File: src/rtl/srt_div_pkg.sv
// Shared types and sizing helpers for the radix-4 SRT mantissa divider.
package srt_div_pkg;

    typedef logic signed [2:0] srt_digit_t;

    typedef enum logic [1:0] {
        IDLE = 2'd0,
        ITER = 2'd1,
        CORR = 2'd2
    } srt_state_e;

    function automatic int srt_n_iter(input int mant_w);
        return (mant_w + 5) / 2;
    endfunction

endpackage

File: src/rtl/srt4_mant_divider_if.sv
// Start/done handshake and result bus of the SRT mantissa divider.
interface srt4_mant_divider_if #(
    parameter int MANT_W = 24
);
    localparam int Q_W = 2 * srt_div_pkg::srt_n_iter(MANT_W);

    logic              start;
    logic [MANT_W-1:0] dividend;
    logic [MANT_W-1:0] divisor;
    logic              busy;
    logic              done;
    logic [Q_W-1:0]    quotient;
    logic              sticky;
    logic              div_by_zero;

    modport master (
        output start, dividend, divisor,
        input  busy, done, quotient, sticky, div_by_zero
    );

    modport slave (
        input  start, dividend, divisor,
        output busy, done, quotient, sticky, div_by_zero
    );

endinterface

File: src/rtl/srt4_qsel.sv
// Radix-4 quotient digit selection: truncated estimate of 4w (1/16 resolution)
// against four divisor-dependent thresholds, giving a digit in {-2..2}.
module srt4_qsel
    import srt_div_pkg::*;
(
    input  logic signed [6:0] est,
    input  logic        [2:0] d_idx,
    output srt_digit_t        digit
);

    logic signed [6:0] m_p2;
    logic signed [6:0] m_p1;
    logic signed [6:0] m_z;
    logic signed [6:0] m_n1;

    // Thresholds in units of 1/16; each interval d' in [0.5+i/16, 0.5+(i+1)/16)
    // keeps |w| <= 2/3 d' given an estimate that truncates toward -inf.
    always_comb begin
        // NOTE: every combinational output gets a default first so no path can infer a latch.
        m_p2 = 7'sd12;
        m_p1 = 7'sd4;
        m_z  = -7'sd4;
        m_n1 = -7'sd13;
        case (d_idx)
            3'd0: begin m_p2 = 7'sd12; m_p1 = 7'sd4; m_z = -7'sd4; m_n1 = -7'sd13; end
            3'd1: begin m_p2 = 7'sd14; m_p1 = 7'sd4; m_z = -7'sd5; m_n1 = -7'sd15; end
            3'd2: begin m_p2 = 7'sd16; m_p1 = 7'sd5; m_z = -7'sd5; m_n1 = -7'sd16; end
            3'd3: begin m_p2 = 7'sd17; m_p1 = 7'sd5; m_z = -7'sd6; m_n1 = -7'sd17; end
            3'd4: begin m_p2 = 7'sd19; m_p1 = 7'sd6; m_z = -7'sd6; m_n1 = -7'sd19; end
            3'd5: begin m_p2 = 7'sd20; m_p1 = 7'sd6; m_z = -7'sd7; m_n1 = -7'sd20; end
            3'd6: begin m_p2 = 7'sd22; m_p1 = 7'sd7; m_z = -7'sd7; m_n1 = -7'sd22; end
            default: begin m_p2 = 7'sd23; m_p1 = 7'sd8; m_z = -7'sd8; m_n1 = -7'sd24; end
        endcase

        if (est >= m_p2)      digit = 3'sd2;
        else if (est >= m_p1) digit = 3'sd1;
        else if (est >= m_z)  digit = 3'sd0;
        else if (est >= m_n1) digit = -3'sd1;
        else                  digit = -3'sd2;
    end

endmodule

File: src/rtl/srt4_mant_divider.sv
// Sequential radix-4 SRT mantissa divider: quotient floor(X*2^(Q_W-2)/D) with
// sticky bit, on-the-fly Q/QM conversion and a final negative-remainder correction.
module srt4_mant_divider
    import srt_div_pkg::*;
#(
    parameter int MANT_W = 24
) (
    input  logic              clk,
    input  logic              rst,
    srt4_mant_divider_if.slave bus
);

    localparam int N_ITER = srt_n_iter(MANT_W);
    localparam int Q_W    = 2 * N_ITER;
    // Remainder: sign + 2 integer bits + MANT_W+2 fraction bits (w0 = X, d' = D<<2).
    localparam int W_W    = MANT_W + 5;
    localparam int CNT_W  = $clog2(N_ITER + 1);
    localparam logic [CNT_W-1:0] CNT_LAST = CNT_W'(N_ITER - 1);

    srt_state_e              state_q, state_d;
    logic [CNT_W-1:0]        cnt_q, cnt_d;
    logic signed [W_W-1:0]   w_q, w_d;
    logic signed [W_W-1:0]   dp_q, dp_d;
    logic [Q_W-1:0]          q_q, q_d;
    logic [Q_W-1:0]          qm_q, qm_d;
    logic                    dbz_q, dbz_d;
    logic [Q_W-1:0]          quot_q, quot_d;
    logic                    sticky_q, sticky_d;
    logic                    div_by_zero_q, div_by_zero_d;
    logic                    done_q, done_d;

    logic signed [W_W-1:0]   w4;
    logic signed [W_W-1:0]   qd;
    logic signed [W_W-1:0]   w_next;
    logic signed [W_W-1:0]   w_corr;
    logic [Q_W-1:0]          q_next;
    logic [Q_W-1:0]          qm_next;
    srt_digit_t              digit;

    assign w4 = w_q <<< 2;

    srt4_qsel u_qsel (
        .est   (w4[W_W-1 -: 7]),
        .d_idx (dp_q[MANT_W -: 3]),
        .digit (digit)
    );

    // Digit multiple, next partial remainder and on-the-fly conversion, where QM tracks Q - 1 ulp.
    always_comb begin
        qd      = '0;
        q_next  = q_q;
        qm_next = qm_q;
        case (digit)
            3'sd2: begin
                qd      = dp_q <<< 1;
                q_next  = {q_q[Q_W-3:0], 2'd2};
                qm_next = {q_q[Q_W-3:0], 2'd1};
            end
            3'sd1: begin
                qd      = dp_q;
                q_next  = {q_q[Q_W-3:0], 2'd1};
                qm_next = {q_q[Q_W-3:0], 2'd0};
            end
            3'sd0: begin
                qd      = '0;
                q_next  = {q_q[Q_W-3:0], 2'd0};
                qm_next = {qm_q[Q_W-3:0], 2'd3};
            end
            -3'sd1: begin
                qd      = -dp_q;
                q_next  = {qm_q[Q_W-3:0], 2'd3};
                qm_next = {qm_q[Q_W-3:0], 2'd2};
            end
            -3'sd2: begin
                qd      = -(dp_q <<< 1);
                q_next  = {qm_q[Q_W-3:0], 2'd2};
                qm_next = {qm_q[Q_W-3:0], 2'd1};
            end
            default: begin
                qd      = '0;
                q_next  = q_q;
                qm_next = qm_q;
            end
        endcase
    end

    assign w_next = w4 - qd;
    assign w_corr = w_q[W_W-1] ? (w_q + dp_q) : w_q;

    always_comb begin
        state_d       = state_q;
        cnt_d         = cnt_q;
        w_d           = w_q;
        dp_d          = dp_q;
        q_d           = q_q;
        qm_d          = qm_q;
        dbz_d         = dbz_q;
        quot_d        = quot_q;
        sticky_d      = sticky_q;
        div_by_zero_d = div_by_zero_q;
        done_d        = 1'b0;

        unique case (state_q)
            IDLE: begin
                if (bus.start) begin
                    w_d     = {5'b0, bus.dividend};
                    dp_d    = {3'b0, bus.divisor, 2'b0};
                    q_d     = '0;
                    qm_d    = '0;
                    cnt_d   = '0;
                    dbz_d   = (bus.divisor == '0);
                    state_d = (bus.divisor == '0) ? CORR : ITER;
                end
            end
            ITER: begin
                w_d   = w_next;
                q_d   = q_next;
                qm_d  = qm_next;
                cnt_d = cnt_q + CNT_W'(1);
                if (cnt_q == CNT_LAST) state_d = CORR;
            end
            CORR: begin
                done_d  = 1'b1;
                state_d = IDLE;
                if (dbz_q) begin
                    quot_d        = '1;
                    sticky_d      = 1'b0;
                    div_by_zero_d = 1'b1;
                end else begin
                    w_d           = w_corr;
                    quot_d        = w_q[W_W-1] ? qm_q : q_q;
                    sticky_d      = |w_corr;
                    div_by_zero_d = 1'b0;
                end
            end
            default: state_d = IDLE;
        endcase
    end

    always_ff @(posedge clk or posedge rst) begin
        if (rst) begin
            state_q       <= IDLE;
            cnt_q         <= '0;
            w_q           <= '0;
            dp_q          <= '0;
            q_q           <= '0;
            qm_q          <= '0;
            dbz_q         <= 1'b0;
            quot_q        <= '0;
            sticky_q      <= 1'b0;
            div_by_zero_q <= 1'b0;
            done_q        <= 1'b0;
        end else begin
            // NOTE: non-blocking updates so every flop samples the pre-edge values of the others.
            state_q       <= state_d;
            cnt_q         <= cnt_d;
            w_q           <= w_d;
            dp_q          <= dp_d;
            q_q           <= q_d;
            qm_q          <= qm_d;
            dbz_q         <= dbz_d;
            quot_q        <= quot_d;
            sticky_q      <= sticky_d;
            div_by_zero_q <= div_by_zero_d;
            done_q        <= done_d;
        end
    end

    assign bus.busy        = (state_q != IDLE);
    assign bus.done        = done_q;
    assign bus.quotient    = quot_q;
    assign bus.sticky      = sticky_q;
    assign bus.div_by_zero = div_by_zero_q;

endmodule

File: src/flat_wrapper.sv
// flat-port wrapper written by rule: the top's interface ports become plain ports
module srt4_mant_divider_flat import srt_div_pkg::*;
#(
    parameter int MANT_W = 24
)
  (clk, rst, bus_start, bus_dividend, bus_divisor, bus_busy, bus_done, bus_quotient, bus_sticky, bus_div_by_zero);
  srt4_mant_divider_if #(.MANT_W(MANT_W)) bus_i ();
  input  logic clk;
  input  logic rst;
  input wire logic [$bits(bus_i.start)-1:0] bus_start;
  input wire logic [$bits(bus_i.dividend)-1:0] bus_dividend;
  input wire logic [$bits(bus_i.divisor)-1:0] bus_divisor;
  output wire logic [$bits(bus_i.busy)-1:0] bus_busy;
  output wire logic [$bits(bus_i.done)-1:0] bus_done;
  output wire logic [$bits(bus_i.quotient)-1:0] bus_quotient;
  output wire logic [$bits(bus_i.sticky)-1:0] bus_sticky;
  output wire logic [$bits(bus_i.div_by_zero)-1:0] bus_div_by_zero;
  assign bus_i.start = bus_start;
  assign bus_i.dividend = bus_dividend;
  assign bus_i.divisor = bus_divisor;
  assign bus_busy = bus_i.busy;
  assign bus_done = bus_i.done;
  assign bus_quotient = bus_i.quotient;
  assign bus_sticky = bus_i.sticky;
  assign bus_div_by_zero = bus_i.div_by_zero;
  srt4_mant_divider #(.MANT_W(MANT_W)) u_core (.clk(clk), .rst(rst), .bus(bus_i));
endmodule
File: config.mk
export PLATFORM = sky130hd
export DESIGN_NAME = srt4_mant_divider_flat
export DESIGN_NICKNAME = d
export VERILOG_FILES = /design/src/rtl/srt_div_pkg.sv /design/src/rtl/srt4_mant_divider_if.sv /design/src/rtl/srt4_qsel.sv /design/src/rtl/srt4_mant_divider.sv /design/src/flat_wrapper.sv
export SDC_FILE = /design/constraint.sdc
export NUM_CORES = 1
export LEC_CHECK = 0
export CORE_MARGIN = 8
export CORE_UTILIZATION = 65
export CTS_BUF_LIST = sky130_fd_sc_hd__clkbuf_16
export DETAILED_ROUTE_END_ITERATION = 6
export GPL_TIMING_DRIVEN = 1
export PLACE_DENSITY = 0.84
export SLEW_MARGIN = 30
export SYNTH_ARGS = -nofsm -noshare
export SYNTH_HDL_FRONTEND = slang
export SYNTH_SLANG_ARGS = --single-unit
File: constraint.sdc
create_clock -name clk -period 16.1 [get_ports clk]
set_input_delay 3.22 -clock clk [delete_from_list [all_inputs] [get_ports clk]]
set_output_delay 3.22 -clock clk [all_outputs]
set_load 0.01 [all_outputs]
## Word level (Yosys, flattened, before mapping)

Cells that the tools add are included.

| storage, ports and cells | value |
|---|---|
| flip-flop bits (word level) | 147 |
| input port bits | 51 |
| output and inout bits | 32 |
| word-level logic and storage cells | 85 |

| cells by class | value |
|---|---|
| add/subtract/negate cells | 5 |
| order comparisons | 4 |
| equal/unequal tests | 17 |
| mux-type cells | 29 |
| reduce and logical (&&, ||, !) cells | 19 |

Operators with widths:

| kind | number |
|---|---|
| one-hot mux 28 bit (5 select lines) | 2 |
| one-hot mux 29 bit (4 select lines) | 1 |
| one-hot mux 28 bit (2 select lines) | 2 |
| 2-to-1 mux 29 bit | 3 |
| one-hot mux 29 bit (3 select lines) | 1 |
| 2-to-1 mux 28 bit | 3 |
| one-hot mux 5 bit (7 select lines) | 2 |
| adder 29 x 27 -> 29 bit | 1 |
| negation 26 -> 29 bit | 1 |
| negation 27 -> 29 bit | 1 |
| OR reduction 29 bit | 1 |
| subtractor 29 bit | 1 |
| logical NOT 24 bit | 1 |
| greater-or-equal comparator 7 bit | 3 |
| one-hot mux 4 bit (4 select lines) | 1 |
| equality test 3 bit (second input constant) | 5 |
| one-hot mux 3 bit (4 select lines) | 1 |
| OR reduction 2 bit | 6 |
| equality test 3 x 2 -> 1 bit (second input constant) | 3 |
| 2-to-1 mux 3 bit | 3 |
| one-hot mux 4 bit (2 select lines) | 1 |
| greater-or-equal comparator 7 x 6 -> 1 bit | 1 |
| equality test 3 x 1 -> 1 bit (second input constant) | 2 |
| logical NOT 3 bit | 2 |
| 16 further kinds | 26 |

## Logic depth before layout (Yosys ltp)

| logic depth | value |
|---|---|
| word-level depth | 11 |
| depth in mapped cells | 27 |
| mapped depth without buffers | 25 |

## Hierarchy

A second synthesis with hierarchy kept.

| unflattened totals | value |
|---|---|
| cell total of the unflattened synthesis | 1417 |
| area total of the unflattened synthesis | 11745.0 sq um |

Modules (own cells, without submodules):

| module | instances | cells an instance | area each (sq um) | seq. area each (sq um) |
|---|---|---|---|---|
| srt4_mant_divider | 1 | 1345 | 11208.2 | 3678.5 |
| srt4_qsel | 1 | 72 | 536.8 | 0.0 |

## Worst setup path after synthesis

OpenSTA, ideal clock, no wires.

| timing | value |
|---|---|
| path kind | register to register |
| from | register u_core.dp_q[22] |
| to | register u_core.w_q[26] |
| setup time | 124 ps |
| arrival | 5443 ps |
| required time | 15976 ps |
| path slack | 10533 ps |
| stages on the path, launching flop included | 26 |
| path buffers | 5 |
| period minus slack after synthesis | 5567 ps |
| cells stage by stage | dfrtp_1 > clkbuf_1 > clkbuf_1 > xor2_1 > ha_1 > nand2b_1 > a21o_1 > a21o_1 > a21oi_1 > and2_1 > clkbuf_1 > o2bb2a_1 > clkbuf_1 > clkbuf_1 > a221oi_1 > ha_1 > a21o_1 > a21o_1 > a211o_1 > o21ai_0 > o211ai_1 > and4_1 > a2111oi_2 > mux2i_1 > a21oi_1 > a211o_1 |

| on the way | value |
|---|---|
| longest elaborated chain between the ends | 11 |
| elaborated cells between the ends (all ways) | 37 |
| classes of those cells | 4 x add/sub; 4 x order compare; 10 x eq/ne; 12 x mux; 7 x reduce/logical |

RTL lines:

| item | RTL line | RTL |
|---|---|---|
| start: declaration | srt4_mant_divider.sv:23 | `logic signed [W_W-1:0] dp_q, dp_d;` |
| start signal: assignment | srt4_mant_divider.sv:158 | `dp_q <= dp_d;` |
| equality test 3 bit (tied with other cells) | srt4_qsel.sv:24 | `case (d_idx)` |
| one-hot mux 5 bit (7 select lines) or OR reduction 2 bit (tied branches) | - |  |
| greater-or-equal comparator 7 bit or one-hot mux 3 bit (4 select lines) (tied branches) | srt4_qsel.sv:38, srt4_qsel.sv:24 |  |
| 2-to-1 mux 1 bit or greater-or-equal comparator 7 bit (tied branches) | srt4_qsel.sv:38, srt4_qsel.sv:37 |  |
| 2-to-1 mux 3 bit | srt4_qsel.sv:37 | `else if (est >= m_z) digit = 3'sd0;` |
| 2-to-1 mux 3 bit | srt4_qsel.sv:36 | `else if (est >= m_p1) digit = 3'sd1;` |
| 2-to-1 mux 3 bit | srt4_qsel.sv:35 | `if (est >= m_p2) digit = 3'sd2;` |
| equality test 3 bit (tied with other cells) | srt4_mant_divider.sv:53 | `case (digit)` |
| one-hot mux 29 bit (4 select lines) | srt4_mant_divider.sv:53 |  |
| subtractor 29 bit | srt4_mant_divider.sv:87 | `assign w_next = w4 - qd;` |
| one-hot mux 29 bit (3 select lines) * | srt4_mant_divider.sv:103 | `unique case (state_q)` |
| end signal: assignment | srt4_mant_divider.sv:157 | `w_q <= w_d;` |
| end: declaration | srt4_mant_divider.sv:22 | `logic signed [W_W-1:0] w_q, w_d;` |

Every way passes the cells marked *; elsewhere a longest branch is shown, timed or not. The select of a mux whose other input is x is not followed.
A chain may end at the register's enable or synchronous reset.

## Worst setup path after layout

| timing | value |
|---|---|
| from | register u_core.dp_q[23] |
| to | register u_core.w_q[26] |

Same word-level chain as after synthesis.

==> results.toml <==
[outcome]
status = "finished, final reports clean"

[clock_tree]
cts_buffer_depth = 2
insertion_delay_ns = 0.44
numCtsBuffers = 17
post_cts_buffers = 0
hold_buffers = 0
root_buffer = "clkbuf_16"
cts.sinks = 147
ctsHtreeMaxLevel = 4
cts_tree = "done"
path_clk_slew_ns = 0.07
ctsResizeCount = 0

[floorplanning]
start_util = 0.665
dieArea_um2 = 22300
die_h_um = 149
rows = 48
core_area_um2 = 17400
ios = 83
die_width_um = 149

[critical_path]
critPathTopFamily = "compound AO/OA/AOI/OAI gates"
cp-start-kind = "flop"
crit_chain = "or3_1 > a21boi_0 > ha_1 > a21o_1 > a21oi_1 > o21ai_0 > and2_1 > o2bb2a_1 > nand3b_1 > nor2_1 > a221oi_1 > ha_1 > o21a_1 > o211ai_1 > a211oi_1 > o21ai_0 > o211ai_1 > and4_1 > a2111oi_2 > mux2i_1 > a21oi_1 > a211o_1"
critPathMaxStageDelay_ns = 0.70
worst_path_max_delay_cell = "o2bb2a_1"
worstPathMaxFanout = 17
crit_cells = 22
cp.arrival_ns = 7.27
critical_path_required_ns = 16.42
cp-end-kind = "flop"
ff2ff_path_depth = 22
criticalPathCategory = "reg2reg"
cp.buffers_inverters = 0

[placement]
globalplace.congestion = 0.915
dp_hpwl_mm = 23.2
dp.cells = 1594
placement.io_buffers = 82

[global_routing]
grt_pass1_wl_mm = 53.0
grt_pass1_vias = 10400
grt_use_total = 0.296
antenna_found_initial = 0
overflow = 0
grt_max_degree = 88

[flow_run]
drv_cap = 0

[layout]
multiInputGateArea_um2 = 7490
syn_to_final_growth_pct = 13.2
diodes = 0
final_util = 0.753
nNetsFinal = 1519
fillers = 1306
finalNonFillerCells = 1627
seq_area_um2 = 3680
drive_above_1_share = 0.0720

[logic_synthesis]
synth.distinct_cells = 76
syn-num-nets = 1490
synth_compound_area_frac = 0.248
yosys-top-cells-area = "dfrtp_1 32%, ha_1 8.5%, mux2i_1 7.8%"
syn_avg_cell_area_um2 = 8.48
synth.largest_area_cell = "dfrtp_1"
ys_seq_area_frac = 0.319
synth_top_family_by_area = "compound AO/OA/AOI/OAI gates"
synthMuxAreaShare = 0.110
synth_ff_type = "dfrtp_1"
yosysWarnings = 0
synth-seq-cells = 147
synth_edf_count = 0
synthCells = 1360
syn_area_um2 = 11500
synth_adder_area_share = 0.0863
async_reset_ff_frac = 1.00
yosysMostFrequentCell = "nand2_1"
synth_common_cells = "148 x nand2_1, 147 x dfrtp_1, 134 x o21ai_0"
synth-simple-area-share = 0.160
yosys.area.top_type_share = 0.319
synth_xor_area_frac = 0.0402

[timing]
timing.fmax_ghz = 0.144
fin_tns_setup_ns = 0
worstMarginPinSlew_ns = 0.978
slew_viol_final = 0
finClkSkew_ns = 0.0109
rsz0062_at_grt = "false"
hold_viol_final = 0
finalSetupViolCount = 0
slew_headroom = 0.346
fin_crit_ns = 6.95
timing.hold.ws_ns = 0.479
fin_crit_sh = 0.431

[routing]
drtIter0Drc = 1052
firstDrtPassIters = 6
vias = 10900
totalWireLength_mm = 33.1
via_per_inst = 6.67
ant_nets = 0
drcViolationCount = 0
wl_per_cell_um = 20.3

[hold_path]
holdPathStages = 2
hold_path_class = "reg2reg"
## path summary, 6_finish.rpt
| check | start | end | slack, ns |
|---|---|---|---|
| setup / recovery | u_core.dp_q[23] | u_core.w_q[26] | 9.15 |
| hold / removal | u_core.q_q[27] | u_core.q_q[27] | 0.48 |
| setup reg to reg | u_core.dp_q[23] | u_core.w_q[26] | 9.15 |
| hold reg to reg | u_core.q_q[27] | u_core.q_q[27] | 0.48 |
| max in group asynchronous | rst | u_core.qm_q[15] | 11.63 |
| min in group asynchronous | rst | u_core.w_q[5] | 3.24 |
## worst min-delay path, stage by stage, from the launching register on
cell and delay (ns):
dfrtp_1 0.34, nand2_1 0.04, o21ai_0 0.06
## sequential cells by signal, indices dropped and copies added, names as in the netlist
register and cells:
u_core.bus.div_by_zero 1, u_core.bus.done 1, u_core.bus.quotient 28, u_core.bus.sticky 1
u_core.cnt_q 4, u_core.dbz_q 1, u_core.dp_q 24, u_core.q_q 28
u_core.qm_q 28, u_core.state_q 2, u_core.w_q 29
## cell type report
class,instances,area share
multi-input cells,1102,0.573
flip-flops and latches,147,0.282
repair buffers,93,0.0710
clock buffers,17,0.0326
well taps,225,0.0216
clock inverters,15,0.0113
inverters,28,0.00843
## logic make-up after synthesis
kind of cell | Yosys count
xor+xnor | 53
buf+inv | 111
fa+ha+maj | 79
mux | 122
simple gates | 401
compound gates | 447
flops | 147
## per-stage QoR
stage	setup slack (ns)	area [um2]
floorplan	8.93	11500
global placement	8.91	12500
detailed placement	8.79	12500
CTS	9.20	13000
global route	8.81	13100
finish	9.15	13100
## metal layers
| layer | up-vias | share of wire | GRT usage |
|---|---|---|---|
| met5 | - | 0 | 0 |
| met4 | 0 | 0.040 | 0.150 |
| met3 | 98 | 0.078 | 0.0634 |
| met2 | 495 | 0.46 | 0.462 |
| met1 | 5200 | 0.42 | 0.381 |
| li1 | 5065 | - | - |
## cell usage in the layout, fill, tap and decap left out, drive strengths merged, types with 12 or more instances in the layout
cell type	instances
a221oi	20
xnor2	26
nor2b	18
ha	78
o22ai	13
o31ai	16
nor3	35
xor2	27
o21a	13
nor2	104
clkbuf	17
a211oi	16
nand2b	12
mux2i	90
nand2	148
a21o	45
a21oi	116
nor4	15
o21ai	137
clkdlybuf4s50	82
mux2	32
nand3	16
dfrtp	147
inv	33
Power is left out: the tool's default activity adds up to more than one toggle a clock period on the data nets, which glitch-free logic cannot reach.
